<file path="config.mk">
export PLATFORM = sky130hd
export DESIGN_NAME = dm_access_ctrl_flat
export DESIGN_NICKNAME = d
export VERILOG_FILES = /design/src/rtl/dm_access_ctrl_if.sv /design/src/rtl/dm_access_ctrl.sv /design/src/flat_wrapper.sv
export SDC_FILE = /design/constraint.sdc
export NUM_CORES = 1
export LEC_CHECK = 0
export CAP_MARGIN = 25
export CORE_ASPECT_RATIO = 0.6
export CORE_MARGIN = 1.5
export CORE_UTILIZATION = 30
export CTS_CLUSTER_SIZE = 14
export DETAILED_ROUTE_END_ITERATION = 6
export PLACE_DENSITY = 0.71
export REMOVE_ABC_BUFFERS = 1
export SYNTH_ARGS = -nofsm -noshare
export SYNTH_HDL_FRONTEND = slang
export SYNTH_SLANG_ARGS = --single-unit
</file>
<file path="constraint.sdc">
create_clock -name clk -period 8.4 [get_ports clk]
set_input_delay 1.26 -clock clk [delete_from_list [all_inputs] [get_ports clk]]
set_output_delay 1.26 -clock clk [all_outputs]
set_load 0.02 [all_outputs]
</file>
<file path="src/rtl/dm_access_ctrl_if.sv">
// dm_access_ctrl_if
// Bundles the pipeline-side request/response handshake and the data-memory
// port of the MEM-stage load/store controller.
//   slave  modport : seen by dm_access_ctrl (takes requests, drives memory)
//   master modport : seen by the pipeline/memory side (issues requests,
//                    returns dm_dout)
// Signals:
//   req_valid/req_ready/req_we/req_mode/req_signed/req_addr/req_wdata : request
//   resp_valid/resp_rdata/resp_err                                     : response
//   stall                                                              : hazard unit
//   dm_addr/dm_din/dm_we/dm_mode/dm_dout                               : memory port

`ifndef MEM_op_byte
`define MEM_op_byte 2'b01
`endif
`ifndef MEM_op_half
`define MEM_op_half 2'b10
`endif

interface dm_access_ctrl_if;
    logic        req_valid;
    logic        req_ready;
    logic        req_we;
    logic [1:0]  req_mode;
    logic        req_signed;
    logic [31:0] req_addr;
    logic [31:0] req_wdata;
    logic        resp_valid;
    logic [31:0] resp_rdata;
    logic        resp_err;
    logic        stall;
    logic [11:0] dm_addr;
    logic [31:0] dm_din;
    logic        dm_we;
    logic [1:0]  dm_mode;
    logic [31:0] dm_dout;

    modport slave (
        input  req_valid, req_we, req_mode, req_signed, req_addr, req_wdata, dm_dout,
        output req_ready, resp_valid, resp_rdata, resp_err, stall,
               dm_addr, dm_din, dm_we, dm_mode
    );

    modport master (
        output req_valid, req_we, req_mode, req_signed, req_addr, req_wdata, dm_dout,
        input  req_ready, resp_valid, resp_rdata, resp_err, stall,
               dm_addr, dm_din, dm_we, dm_mode
    );
endinterface

</file>
<file path="src/rtl/dm_access_ctrl.sv">
// dm_access_ctrl
// MEM-stage load/store initiator. Accepts one request at a time, checks
// alignment, drives the data-memory port for WAIT cycles, extends load data
// and returns a one-cycle response. stall is high whenever a request is in
// flight.
// Ports:
//   clk  : clock, rising edge
//   rst  : asynchronous active-high reset
//   bus  : dm_access_ctrl_if.slave (request, response, stall, memory port)
// Parameter:
//   WAIT : ACCESS cycles per memory operation, 1..15

module dm_access_ctrl #(
    parameter int unsigned WAIT = 1
) (
    input  logic               clk,
    input  logic               rst,
    dm_access_ctrl_if.slave    bus
);

    typedef enum logic [1:0] {
        ST_IDLE   = 2'd0,
        ST_ACCESS = 2'd1,
        ST_RESP   = 2'd2
    } state_t;

    localparam logic [3:0] WAIT_LOAD = 4'(WAIT - 32'd1);

    state_t      state_r;
    state_t      state_nxt_s;
    logic [3:0]  cnt_r;
    logic        we_r;
    logic [1:0]  mode_r;
    logic        signed_r;
    logic [11:0] addr_r;
    logic [31:0] wdata_r;
    logic        err_r;
    logic [31:0] rdata_r;

    logic        ready_s;
    logic        accept_s;
    logic        misalign_s;
    logic        last_s;
    logic        unused_addr_hi_s;

    // Byte never misaligned; half needs addr[0]=0; everything else is a word.
    function automatic logic misaligned_f(input logic [1:0] mode, input logic [1:0] a);
        logic res;
        case (mode)
            `MEM_op_byte: res = 1'b0;
            `MEM_op_half: res = a[0];
            default:      res = (a != 2'b00);
        endcase
        return res;
    endfunction

    // Sign/zero extension of load data according to size and signedness.
    function automatic logic [31:0] extend_f(input logic [1:0] mode, input logic sgn,
                                             input logic [31:0] dout);
        logic [31:0] res;
        case (mode)
            `MEM_op_byte: res = {{24{sgn & dout[7]}}, dout[7:0]};
            `MEM_op_half: res = {{16{sgn & dout[15]}}, dout[15:0]};
            default:      res = dout;
        endcase
        return res;
    endfunction

    assign ready_s          = (state_r != ST_ACCESS);
    assign accept_s         = bus.req_valid & ready_s;
    assign misalign_s       = misaligned_f(bus.req_mode, bus.req_addr[1:0]);
    assign last_s           = (state_r == ST_ACCESS) && (cnt_r == 4'd0);
    // Upper address bits wrap silently into the 4 KB window.
    assign unused_addr_hi_s = ^bus.req_addr[31:12];

    // State register.
    always_ff @(posedge clk or posedge rst) begin
        if (rst) begin
            state_r <= ST_IDLE;
        end else begin
            state_r <= state_nxt_s;
        end
    end

    // Next-state decode; RESP may accept the next request back-to-back.
    always_comb begin
        state_nxt_s = state_r;
        case (state_r)
            ST_IDLE, ST_RESP: begin
                if (accept_s) begin
                    state_nxt_s = misalign_s ? ST_RESP : ST_ACCESS;
                end else begin
                    state_nxt_s = ST_IDLE;
                end
            end
            ST_ACCESS: begin
                if (cnt_r == 4'd0) begin
                    state_nxt_s = ST_RESP;
                end else begin
                    state_nxt_s = ST_ACCESS;
                end
            end
            default: state_nxt_s = ST_IDLE;
        endcase
    end

    // Request latch, wait counter and response data capture.
    always_ff @(posedge clk or posedge rst) begin
        if (rst) begin
            cnt_r    <= 4'd0;
            we_r     <= 1'b0;
            mode_r   <= 2'b00;
            signed_r <= 1'b0;
            addr_r   <= 12'h000;
            wdata_r  <= 32'h0000_0000;
            err_r    <= 1'b0;
            rdata_r  <= 32'h0000_0000;
        end else if (accept_s) begin
            we_r     <= bus.req_we;
            mode_r   <= bus.req_mode;
            signed_r <= bus.req_signed;
            addr_r   <= bus.req_addr[11:0];
            wdata_r  <= bus.req_wdata;
            err_r    <= misalign_s;
            rdata_r  <= 32'h0000_0000;
            cnt_r    <= misalign_s ? 4'd0 : WAIT_LOAD;
        end else if (state_r == ST_ACCESS) begin
            if (cnt_r == 4'd0) begin
                // Stores report zero data; loads capture on the last cycle.
                rdata_r <= we_r ? 32'h0000_0000 : extend_f(mode_r, signed_r, bus.dm_dout);
            end else begin
                cnt_r <= cnt_r - 4'd1;
            end
        end else begin
            cnt_r <= cnt_r;
        end
    end

    assign bus.req_ready  = ready_s;
    assign bus.stall      = (state_r != ST_IDLE);
    assign bus.resp_valid = (state_r == ST_RESP);
    assign bus.resp_err   = err_r;
    assign bus.resp_rdata = rdata_r;
    assign bus.dm_addr    = addr_r;
    assign bus.dm_din     = wdata_r;
    assign bus.dm_mode    = mode_r;
    // Exactly one write strobe per aligned store, on its last ACCESS cycle.
    assign bus.dm_we      = last_s & we_r;

endmodule

</file>
<file path="src/flat_wrapper.sv">
// flat-port wrapper written by rule: the top's interface ports become plain ports
module dm_access_ctrl_flat 
#(
    parameter int unsigned WAIT = 1
)
  (clk, rst, bus_req_valid, bus_req_we, bus_req_mode, bus_req_signed, bus_req_addr, bus_req_wdata, bus_dm_dout, bus_req_ready, bus_resp_valid, bus_resp_rdata, bus_resp_err, bus_stall, bus_dm_addr, bus_dm_din, bus_dm_we, bus_dm_mode);
  dm_access_ctrl_if bus_i ();
  input  logic clk;
  input  logic rst;
  input wire logic [$bits(bus_i.req_valid)-1:0] bus_req_valid;
  input wire logic [$bits(bus_i.req_we)-1:0] bus_req_we;
  input wire logic [$bits(bus_i.req_mode)-1:0] bus_req_mode;
  input wire logic [$bits(bus_i.req_signed)-1:0] bus_req_signed;
  input wire logic [$bits(bus_i.req_addr)-1:0] bus_req_addr;
  input wire logic [$bits(bus_i.req_wdata)-1:0] bus_req_wdata;
  input wire logic [$bits(bus_i.dm_dout)-1:0] bus_dm_dout;
  output wire logic [$bits(bus_i.req_ready)-1:0] bus_req_ready;
  output wire logic [$bits(bus_i.resp_valid)-1:0] bus_resp_valid;
  output wire logic [$bits(bus_i.resp_rdata)-1:0] bus_resp_rdata;
  output wire logic [$bits(bus_i.resp_err)-1:0] bus_resp_err;
  output wire logic [$bits(bus_i.stall)-1:0] bus_stall;
  output wire logic [$bits(bus_i.dm_addr)-1:0] bus_dm_addr;
  output wire logic [$bits(bus_i.dm_din)-1:0] bus_dm_din;
  output wire logic [$bits(bus_i.dm_we)-1:0] bus_dm_we;
  output wire logic [$bits(bus_i.dm_mode)-1:0] bus_dm_mode;
  assign bus_i.req_valid = bus_req_valid;
  assign bus_i.req_we = bus_req_we;
  assign bus_i.req_mode = bus_req_mode;
  assign bus_i.req_signed = bus_req_signed;
  assign bus_i.req_addr = bus_req_addr;
  assign bus_i.req_wdata = bus_req_wdata;
  assign bus_i.dm_dout = bus_dm_dout;
  assign bus_req_ready = bus_i.req_ready;
  assign bus_resp_valid = bus_i.resp_valid;
  assign bus_resp_rdata = bus_i.resp_rdata;
  assign bus_resp_err = bus_i.resp_err;
  assign bus_stall = bus_i.stall;
  assign bus_dm_addr = bus_i.dm_addr;
  assign bus_dm_din = bus_i.dm_din;
  assign bus_dm_we = bus_i.dm_we;
  assign bus_dm_mode = bus_i.dm_mode;
  dm_access_ctrl #(.WAIT(WAIT)) u_core (.clk(clk), .rst(rst), .bus(bus_i));
endmodule
</file>
# After elaboration in Yosys (flattened, before gate mapping)
# Index checks and enable logic that the tools add are counted.
dict set report op_classes {
  n_addsub 1
  multipliers 0
  div 0
  n_lt_le_gt_ge 0
  eq_ne 8
  shift 0
  n_mux 13
  bitwise_logic 4
  reduce_logical 10
}
# operator count
set ops {}
lappend ops {{32-bit two-way mux} 4}
lappend ops {{32-bit one-hot mux with 2 select lines} 1}
lappend ops {{4-bit two-way mux} 3}
lappend ops {{2-bit nonzero test} 4}
lappend ops {{2-bit by 1-bit == test with 1-bit output (second input constant)} 3}
lappend ops {{2-bit == test (second input constant)} 3}
lappend ops {{2-bit two-way mux} 3}
lappend ops {{1-bit bitwise AND} 4}
lappend ops {{4-bit zero test} 1}
lappend ops {{2-bit by 1-bit inequality test with 1-bit output (second input constant)} 2}
lappend ops {{2-bit one-hot mux with 2 select lines} 1}
lappend ops {{2-bit AND reduction} 2}
lappend ops {{4-bit by 1-bit subtractor with 4-bit output (second input constant)} 1}
lappend ops {{2-bit zero test} 1}
lappend ops {{1-bit one-hot mux with 2 select lines} 1}
lappend ops {{2-bit OR reduction} 1}
lappend ops {{1-bit logical AND} 1}
dict set report word_totals {
  ff_bits 87
  latch_bits 0
  ram_bits 0
  romBits 0
  wordCells 45
  memories 0
}

# Depth between registers and ports, before layout
# Gate-level depths: netlist of the first run.
dict set report depth {
  word_depth 6
  depth_mapped 6
  ltp_nobuf 5
}

# Worst setup path after synthesis of the first run
# Ideal clock, no wire load.
dict set report synth_path {
  kind {reg-to-output}
  startpoint {register u_core.cnt_r[0]}
  endpoint {output bus_dm_we}
  arrival_time_ps 1266
  required_time_ps 7140
  slack_ps 5874
  stages_incl_launch_ff 5
  path_buffers 0
  cell_sequence {dfrtp_1 -> inv_1 -> ha_1 -> nor3b_1 -> and3_1}
}
dict set report synth_via {
  elab_chain_len 3
}
# item line_no
set synth_rtl {}
lappend synth_rtl {{start: declaration} dm_access_ctrl.sv:31} ;# logic [3:0] cnt_r;
lappend synth_rtl {{start signal: assignment} dm_access_ctrl.sv:126} ;# cnt_r <= misalign_s ? 4'd0 : WAIT_LOAD;
lappend synth_rtl {{start signal: assignment} dm_access_ctrl.sv:132} ;# cnt_r <= cnt_r - 4'd1;
lappend synth_rtl {{start signal: assignment} dm_access_ctrl.sv:135} ;# cnt_r <= cnt_r;
lappend synth_rtl {{4-bit zero test} dm_access_ctrl.sv:72} ;# assign last_s = (state_r == ST_ACCESS) && (cnt_r == 4'd0);
lappend synth_rtl {{1-bit logical AND} dm_access_ctrl.sv:72}
lappend synth_rtl {{1-bit bitwise AND} dm_access_ctrl.sv:148} ;# assign bus.dm_we = last_s & we_r;
lappend synth_rtl {{end: declaration} flat_wrapper.sv:24} ;# output wire logic [$bits(bus_i.dm_we)-1:0] bus_dm_we;
# No other way between the ends.

# Final worst setup path of the first run
# Same ends and word-level chain as after synthesis.

==> metrics.csv, run 1 <==
metric,value,unit
tightest_slew,0.930,ns
root_buffer,clkbuf_16,
synth_area,0.00363,sq mm
start_kind,flip-flop,
r2r-end,u_core.bus.resp_rdata[1],
cts_resized,0,
min-delay-start,u_core.bus.dm_din[17],
grt_max_degree,49,
rows,30,
p_sw,0.366,mW
ctsHoldBuffers,0,
period_share,45.7,%
rsz0062_at_grt,no,
fin_skew,0.00542,ns
cts_buffers,9,
post_drt_wl_per_cell,16.0,microns
p_int,0.860,mW
ir_drop,0.123,mV
yosysTopAreaCell,dfrtp_1,
max_cap_viol_count,0,
setup_viol,0,
viasPerCell,4.67,
cts-htree-levels,3,
drt_wl_total,9330,microns
hold_end,u_core.bus.dm_din[17],
postCtsSetupBuffers,0,
fin_nets,526,
r2r_slack,6.18,ns
r2r_start,u_core.cnt_r[0],
hold_ws,0.488,ns
routabilityCongestion,0.724,
dp_hpwl,6670,microns
syn_to_final_growth,58.0,%
end_kind,output port,
first_iter_violations,56,
cts_tree,yes,
comb_power_share,28.6,%
finalHoldViolations,0,
slew_viol_final,0,
syn_avg_cell_area,14.3,sq um
sw_frac_of_total,29.9,%
setup-tns-final,0,ns
fp.dieH,88.2,microns
die_w,145,microns
clkPwrFrac,30.1,%
antenna_cells,0,
min_path_cells,1,
cp_data_required_time,7.14,ns
clk_latency,0.33,ns
grt_pass1_wl,15400,microns
drive_gt1_share,7.80,%
ys_seq_elements,87,
core,0.0116,sq mm
ys_types,35,
drc_errors,0,
crit_path_max_incr_delay,0.68,ns
cts_num_sinks,87,
crit_arrival,2.58,ns
critPathKind,reg -> out,
syn_inst,254,
drtAntennaViolNets,0,
grt_pass1_vias,2956,
synth_warnings,0,
worstHoldPathType,reg -> reg,
start_util,31.4,%
port_buffers,165,
fmax,0.261,GHz
clk_pin_slew_worst_paths,0.06,ns
pwr-share-seq,41.2,%
crit_slowest_cell,nor3b_1,
worstPathCellList,inv_1 > ha_1 > nor3b_1 > and3_1 > clkdlybuf4s50_1,
seq_area_frac_synth,60.0,%
num_vias,2721,
p_leak,2.38,nW
io_pins,186,
cp_max_fo,4,
relSlewSlack,37.8,%
synth_top_area_share,60.0,%
grt.overflow.total,0,
outcome,"complete, no violations",
grtUsageTotal,15.4,%
r2r_cells,6,
drt-pass1-iter-count,5,
p_per_area,214,mW/mm^2
antenna_found_initial,0,
clk_path_buf_depth,2,
fin_crit,3.84,ns
fp.dieArea,0.0128,sq mm
synthTopCellsByArea,"dfrtp_1 60%, mux2_1 15%, a32o_1 4.7%, o2bb2ai_2 3.3%, nand2b_1 2.8%",
==> placed cells by master, fill, tap and decap left out, drive strengths merged <==
cell type / synthesis / routed
and2b: 1 / 1
nor2b: 1 / 1
nor2: 2 / 2
clkinvlp: 0 / 3
buf: 14 / 4
o31ai: 1 / 1
or2: 2 / 2
and3: 1 / 1
nand2: 2 / 2
clkbuf: 2 / 12
or3: 1 / 1
a21o: 1 / 1
nand2b: 16 / 16
nand3: 2 / 2
and4b: 1 / 1
clkinv: 0 / 2
mux2i: 4 / 4
nor3b: 1 / 1
a22o: 9 / 9
a21oi: 9 / 9
clkdlybuf4s50: 0 / 165
mux2: 48 / 48
or3b: 1 / 1
o21ai: 5 / 5
a32o: 17 / 17
inv: 9 / 8
a31o: 1 / 1
o2bb2ai: 8 / 8
nor3: 3 / 3
dfrtp: 87 / 87
ha: 5 / 5
==> Yosys cell counts <==
cell / n
inv_2: 1
or3b_4: 1
or2_2: 1
o2bb2ai_2: 8
buf_4: 4
nor2_1: 2
nor2b_1: 1
ha_1: 5
nand2_1: 2
mux2_1: 48
nand2b_1: 16
inv_1: 8
mux2i_1: 3
or2_1: 1
and4b_1: 1
buf_1: 2
a31o_1: 1
and2b_1: 1
o21ai_0: 5
and3_1: 1
buf_6: 1
a21oi_1: 9
or3_1: 1
nor3_1: 2
nor3_4: 1
o31ai_1: 1
buf_2: 7
nand3_1: 2
a21o_1: 1
dfrtp_1: 87
mux2i_2: 1
a22o_1: 9
clkbuf_1: 2
nor3b_1: 1
a32o_1: 17
==> stage by stage <==
step	std cells	area (sq um)	total power, mW	util (%)	worst slack [ns]
finish	583	5740	1.23	49.6	4.56
global route	583	5740	1.29	49.6	4.36
CTS	583	5740	1.25	49.6	4.53
detailed placement	567	5460	0.867	47.2	4.90
global placement	565	5420	0.855	46.9	5.07
floorplan	238	3540	0.678	-	4.89
==> power by group through the flow <==
stage          combinational, mW  clock [mW]  sequential, mW
2_1_floorplan              0.105           0           0.573
3_3_place_gp               0.347           0           0.508
3_5_place_dp               0.355           0           0.512
4_1_cts                    0.356       0.385           0.506
5_1_grt                    0.377       0.402           0.513
6_report                   0.351       0.369           0.506
==> registers in the layout, indices dropped and copies added, names as in the netlist <==
| register | cells |
|---|---|
| u_core.bus.dm_din | 32 |
| u_core.bus.resp_rdata | 32 |
| u_core.bus.dm_addr | 12 |
| u_core.cnt_r | 4 |
| u_core.bus.dm_mode | 2 |
| u_core.state_r | 2 |
| u_core.bus.resp_err | 1 |
| u_core.signed_r | 1 |
| u_core.we_r | 1 |
==> layout make-up <==
type                    instances  area (sq um)
inverters                       9          35.0
repair buffers                169          1710
clock inverters                 4          31.3
clock buffers                  12           246
flip-flops and latches         87          2180
well taps                     160           200
multi-input cells             142          1340
fillers                      1043          5820
==> routing by layer <==
metal	part of all wire, %	vias to the layer above	wire, microns	global-route usage [%]
met3	11	10	1060	8.35
met1	45	1332	4170	19.0
li1	-	1252	-	-
met4	1.2	0	110	4.50
met5	0	-	0	0
met2	43	127	3990	23.4
==> worst max-delay path, delay by kind of cell, from the launching register on <==
| kind | cells | cell delay [ns] |
|---|---|---|
| DFF | 1 | 0.42 |
| and+or+nand+nor | 2 | 0.93 |
| adders and majority gates | 1 | 0.16 |
| buffers and inverters | 2 | 0.73 |
==> how the worst max path moves through the flow <==
| stage | startpoint | slack, ns | end |
|---|---|---|---|
| 2_1_floorplan | rst | 4.89 | u_core.bus.dm_addr[0] |
| 3_3_place_gp | u_core.cnt_r[0] | 5.07 | bus_dm_we |
| 3_5_place_dp | u_core.cnt_r[0] | 4.90 | bus_dm_we |
| 4_1_cts | u_core.cnt_r[0] | 4.53 | bus_dm_we |
| 5_1_grt | u_core.cnt_r[0] | 4.36 | bus_dm_we |
| 6_report | u_core.cnt_r[0] | 4.56 | bus_dm_we |
==> cells by family after synthesis <==
logic type                 count (synthesis)  share of synthesized area [%]
adders and majority gates                  5                           1.72
buffers and inverters                     25                           3.45
muxes                                     52                           16.1
and+or+nand+nor                           34                           6.03
DFF                                       87                           60.0
AOI/OAI and AO/OA                         51                           12.7
(Power assumes the default switching activity.)
==> run 2: changes to the inputs <==
--- a/config.mk
+++ b/config.mk
@@ -11,7 +11,7 @@
 export CORE_UTILIZATION = 30
 export CTS_CLUSTER_SIZE = 14
 export DETAILED_ROUTE_END_ITERATION = 6
-export PLACE_DENSITY = 0.71
+export PLACE_DENSITY = 0.74
 export REMOVE_ABC_BUFFERS = 1
 export SYNTH_ARGS = -nofsm -noshare
 export SYNTH_HDL_FRONTEND = slang
==> constraint.sdc (replaced) <==
create_clock -name clk -period 3.31 [get_ports clk]
set_input_delay 0.4965 -clock clk [delete_from_list [all_inputs] [get_ports clk]]
set_output_delay 0.4965 -clock clk [all_outputs]
set_load 0.02 [all_outputs]
==> metrics.csv, run 2 (same netlist as run 1, synthesis figures left out) <==
metric,value,unit
outcome,"complete, no violations",
fill_cells,1034,
grt_pass1_vias,2869,
syn_to_final_growth,58.2,%
grtUsageTotal,15.1,%
grt_max_degree,50,
clkPwrFrac,29.4,%
fin_skew,0.00497,ns
dp.cells,566,
clk_latency,0.33,ns
end_kind,output port,
drt-pass1-iter-count,4,
drive_gt1_share,7.82,%
antenna_cells,0,
core,0.0116,sq mm
relSlewSlack,38.5,%
fp.dieH,88.2,microns
cts_buffers,9,
utilization,49.7,%
comb_power_share,29.1,%
ctsHoldBuffers,0,
first_iter_violations,80,
clk_pin_slew_worst_paths,0.06,ns
cts-htree-levels,3,
post_drt_wl_per_cell,15.9,microns
start_util,31.4,%
io_pins,186,
pwr-share-seq,41.5,%
cts_tree,yes,
fin_nets,526,
grt.overflow.total,0,
root_buffer,clkbuf_16,
drt_wl_total,9260,microns
cts_resized,0,
p_int,2.16,mW
setup_viol,0,
period_share,78.1,%
cp_max_fo,4,
final_cell_mix,"165 x clkdlybuf4s50_1, 87 x dfrtp_1, 48 x mux2_1",
fmax,0.387,GHz
hold_ws,0.489,ns
cts_num_sinks,87,
antenna_found_initial,0,
die_w,145,microns
rsz0062_at_grt,no,
finalPower,3.09,mW
drc_errors,0,
clk_path_buf_depth,2,
finalNonFillerCells,582,
start_kind,flip-flop,
fp.dieArea,0.0128,sq mm
sw_frac_of_total,30.0,%
p_sw,0.926,mW
ir_drop,0.228,mV
worstHoldPathType,reg -> reg,
postCtsSetupBuffers,0,
crit_arrival,2.09,ns
final_common_cell,clkdlybuf4s50_1,
rows,30,
setup-tns-final,0,ns
slew_viol_final,0,
critPathKind,reg -> out,
tightest_slew,0.919,ns
cp_data_required_time,2.81,ns
num_vias,2723,
drtAntennaViolNets,0,
p_per_area,537,mW/mm^2
finalHoldViolations,0,
p_leak,2.38,nW
fin_crit,2.58,ns
port_buffers,165,
dp_hpwl,6770,microns
grt_pass1_wl,14900,microns
routabilityCongestion,0.793,
viasPerCell,4.68,
max_cap_viol_count,0,
==> run 2: cell types whose count changed in the layout (fill, tap and decap cells not counted), sizes merged <==
cell and change:
clkbuf -2, clkinv +1
==> run 2: power groups by stage <==
stage                     Combinational, mW  Sequential [mW]  Clock (mW)
after floorplan                       0.267             1.45           0
after global placement                0.888             1.29           0
after detailed placement              0.900             1.30           0
after CTS                             0.903             1.28       0.944
after global routing                  0.959             1.30       0.999
final                                 0.897             1.28       0.908
==> run 2: routing by layer <==
layer	routed length, microns	track usage [%]
met1	4120	18.5
met2	3900	23.1
met3	1160	8.97
met4	68	3.37
met5	0	0
==> run 2: critical path: stages (launching register included) <==
cell             delay, ns
dfrtp_1               0.40
inv_1                 0.09
ha_1                  0.16
nor3b_1               0.19
buf_4                 0.17
and3_1                0.15
clkdlybuf4s50_1       0.60
==> run 2: final cells by class <==
type                       count  area, sq um  area share, %
timing repair buffer         169         1730           30.1
clock inverter                 5         36.3          0.632
multi-input combinational    142         1340           23.3
inverter                       9         35.0          0.610
sequential                    87         2180           37.9
tap                          160          200           3.49
clock buffer                  10          229           3.99
==> run 2: final timing paths <==
check	from	endpoint	slack [ns]	depth (start not counted)
setup / recovery	u_core.cnt_r[0]	bus_dm_we	0.73	6
hold / removal	u_core.bus.dm_addr[2]	u_core.bus.dm_addr[2]	0.49	1
setup reg to reg	u_core.state_r[1]	u_core.bus.dm_din[18]	1.10	5
hold reg to reg	u_core.bus.dm_addr[2]	u_core.bus.dm_addr[2]	0.49	1
max in group asynchronous	rst	u_core.signed_r	2.02	3
min in group asynchronous	rst	u_core.bus.dm_din[23]	0.58	2
==> run 2: through the flow <==
stage | instance area [sq um] | setup slack (ns)
2_1_floorplan | 3540 | 0.563
3_3_place_gp | 5450 | 1.03
3_5_place_dp | 5450 | 0.995
4_1_cts | 5720 | 0.697
5_1_grt | 5740 | 0.577
6_report | 5740 | 0.725
==> run 3: changes to the inputs <==
--- a/config.mk
+++ b/config.mk
@@ -11,7 +11,7 @@
 export CORE_UTILIZATION = 30
 export CTS_CLUSTER_SIZE = 14
 export DETAILED_ROUTE_END_ITERATION = 6
-export PLACE_DENSITY = 0.74
+export PLACE_DENSITY = 0.71
 export REMOVE_ABC_BUFFERS = 1
 export SYNTH_ARGS = -nofsm -noshare
 export SYNTH_HDL_FRONTEND = slang
==> constraint.sdc (replaced) <==
create_clock -name clk -period 2.44 [get_ports clk]
set_input_delay 0.366 -clock clk [delete_from_list [all_inputs] [get_ports clk]]
set_output_delay 0.366 -clock clk [all_outputs]
set_load 0.02 [all_outputs]
==> metrics.csv, run 3 (same netlist as run 1, synthesis figures left out) <==
metric,value,unit
crit_slowest_cell,clkdlybuf4s50_1,
num_vias,2723,
crit_path_max_incr_delay,0.63,ns
cts_tree,yes,
cts-htree-levels,3,
slew_viol_final,0,
clk_pin_slew_worst_paths,0.07,ns
core,0.0116,sq mm
cts_buffers,9,
fin_crit,2.25,ns
start_kind,flip-flop,
post_drt_wl_per_cell,15.6,microns
final_common_cell,clkdlybuf4s50_1,
syn_to_final_growth,58.3,%
worstPathCellList,and2b_1 > inv_2 > clkdlybuf4s50_1,
fmax,0.445,GHz
start_util,31.4,%
clk_path_buf_depth,2,
first_iter_violations,54,
ir_drop,0.376,mV
drtAntennaViolNets,0,
worstHoldPathType,in -> async,
cp_max_fo,11,
routabilityCongestion,0.743,
rsz0062_at_grt,no,
max_cap_viol_count,0,
r2r_slack,0.53,ns
dp_hpwl,6370,microns
period_share,92.0,%
final_cell_mix,"164 x clkdlybuf4s50_1, 87 x dfrtp_1, 48 x mux2_1",
antenna_found_initial,0,
setup-tns-final,0,ns
fin_skew,0.00580,ns
grt_max_degree,88,
p_per_area,737,mW/mm^2
grt_pass1_vias,2878,
viasPerCell,4.65,
rows,30,
drive_gt1_share,8.47,%
drc_errors,0,
grt_pass1_wl,14900,microns
cts_num_sinks,87,
utilization,49.7,%
cp_data_required_time,2.07,ns
tightest_slew,0.548,ns
drt-pass1-iter-count,4,
critPathKind,reg -> out,
p_leak,2.40,nW
die_w,145,microns
ctsHoldBuffers,0,
port_buffers,165,
grt.overflow.total,0,
drt_wl_total,9120,microns
crit_arrival,1.88,ns
root_buffer,clkbuf_16,
outcome,"complete, no violations",
antenna_cells,0,
fill_cells,1064,
relSlewSlack,63.4,%
io_pins,186,
finalHoldViolations,0,
fin_nets,528,
end_kind,output port,
fp.dieArea,0.0128,sq mm
fp.dieH,88.2,microns
grtUsageTotal,15.0,%
setup_viol,0,
clk_latency,0.34,ns
[run 3: critical path, delay by kind of cell, from the launching register on]
kind	cells	cell delay (ns)
buf+inv	2	0.81
flops	1	0.41
simple gates	1	0.32
[run 3: path summary, 6_finish.rpt]
path / startpoint / to / cells after the start
max reg2reg: u_core.cnt_r[0] / u_core.bus.resp_rdata[9] / 5
min: rst / u_core.bus.resp_rdata[1] / 3
max in group asynchronous: rst / u_core.bus.resp_err / 3
min in group clk: u_core.bus.dm_din[16] / u_core.bus.dm_din[16] / 1
max: u_core.state_r[0] / bus_req_ready / 3
min reg2reg: u_core.bus.dm_din[16] / u_core.bus.dm_din[16] / 1
[run 3: power by group]
| group | internal, mW | switching [mW] |
|---|---|---|
| Combinational | 0.617 | 0.598 |
| Sequential | 1.63 | 0.109 |
| Clock | 0.696 | 0.585 |
| Total | 2.94 | 1.29 |
[run 3: metal layers]
layer	GRT usage (%)	share of wire [%]	vias to the layer above
met5	0	0	-
met4	5.06	1.2	0
met3	7.84	11	9
met2	22.2	42	115
met1	18.8	46	1341
li1	-	-	1258
[run 3: through the flow]
| step | std cells | cell area [sq um] | power [mW] | setup WS, ns | hold slack (ns) |
|---|---|---|---|---|---|
| after floorplan | 238 | 3540 | 2.34 | -0.176 | 0.462 |
| after global placement | 569 | 5470 | 2.96 | 0.419 | 0.472 |
| after detailed placement | 569 | 5470 | 2.99 | 0.359 | 0.481 |
| after CTS | 585 | 5750 | 4.31 | 0.169 | 0.493 |
| after global routing | 585 | 5750 | 4.46 | 0.110 | 0.510 |
| final | 585 | 5750 | 4.23 | 0.194 | 0.477 |
[run 3: area by class of cell]
| type | instances | area, sq um | share of cell area, % |
|---|---|---|---|
| flip-flops and latches | 87 | 2180 | 37.9 |
| clock buffers | 10 | 229 | 3.98 |
| multi-input cells | 142 | 1340 | 23.3 |
| repair buffers | 171 | 1720 | 29.9 |
| well taps | 160 | 200 | 3.48 |
| clock inverters | 6 | 45.0 | 0.784 |
| inverters | 9 | 35.0 | 0.610 |
[run 3: timing repair]
| item | in CTS | in global routing |
|---|---|---|
| setup endpoints to repair | 1 | 0 |
| hold endpoints to repair | 0 | 0 |
| buffers inserted | 0 | 0 |
| resized for setup | 1 | 0 |
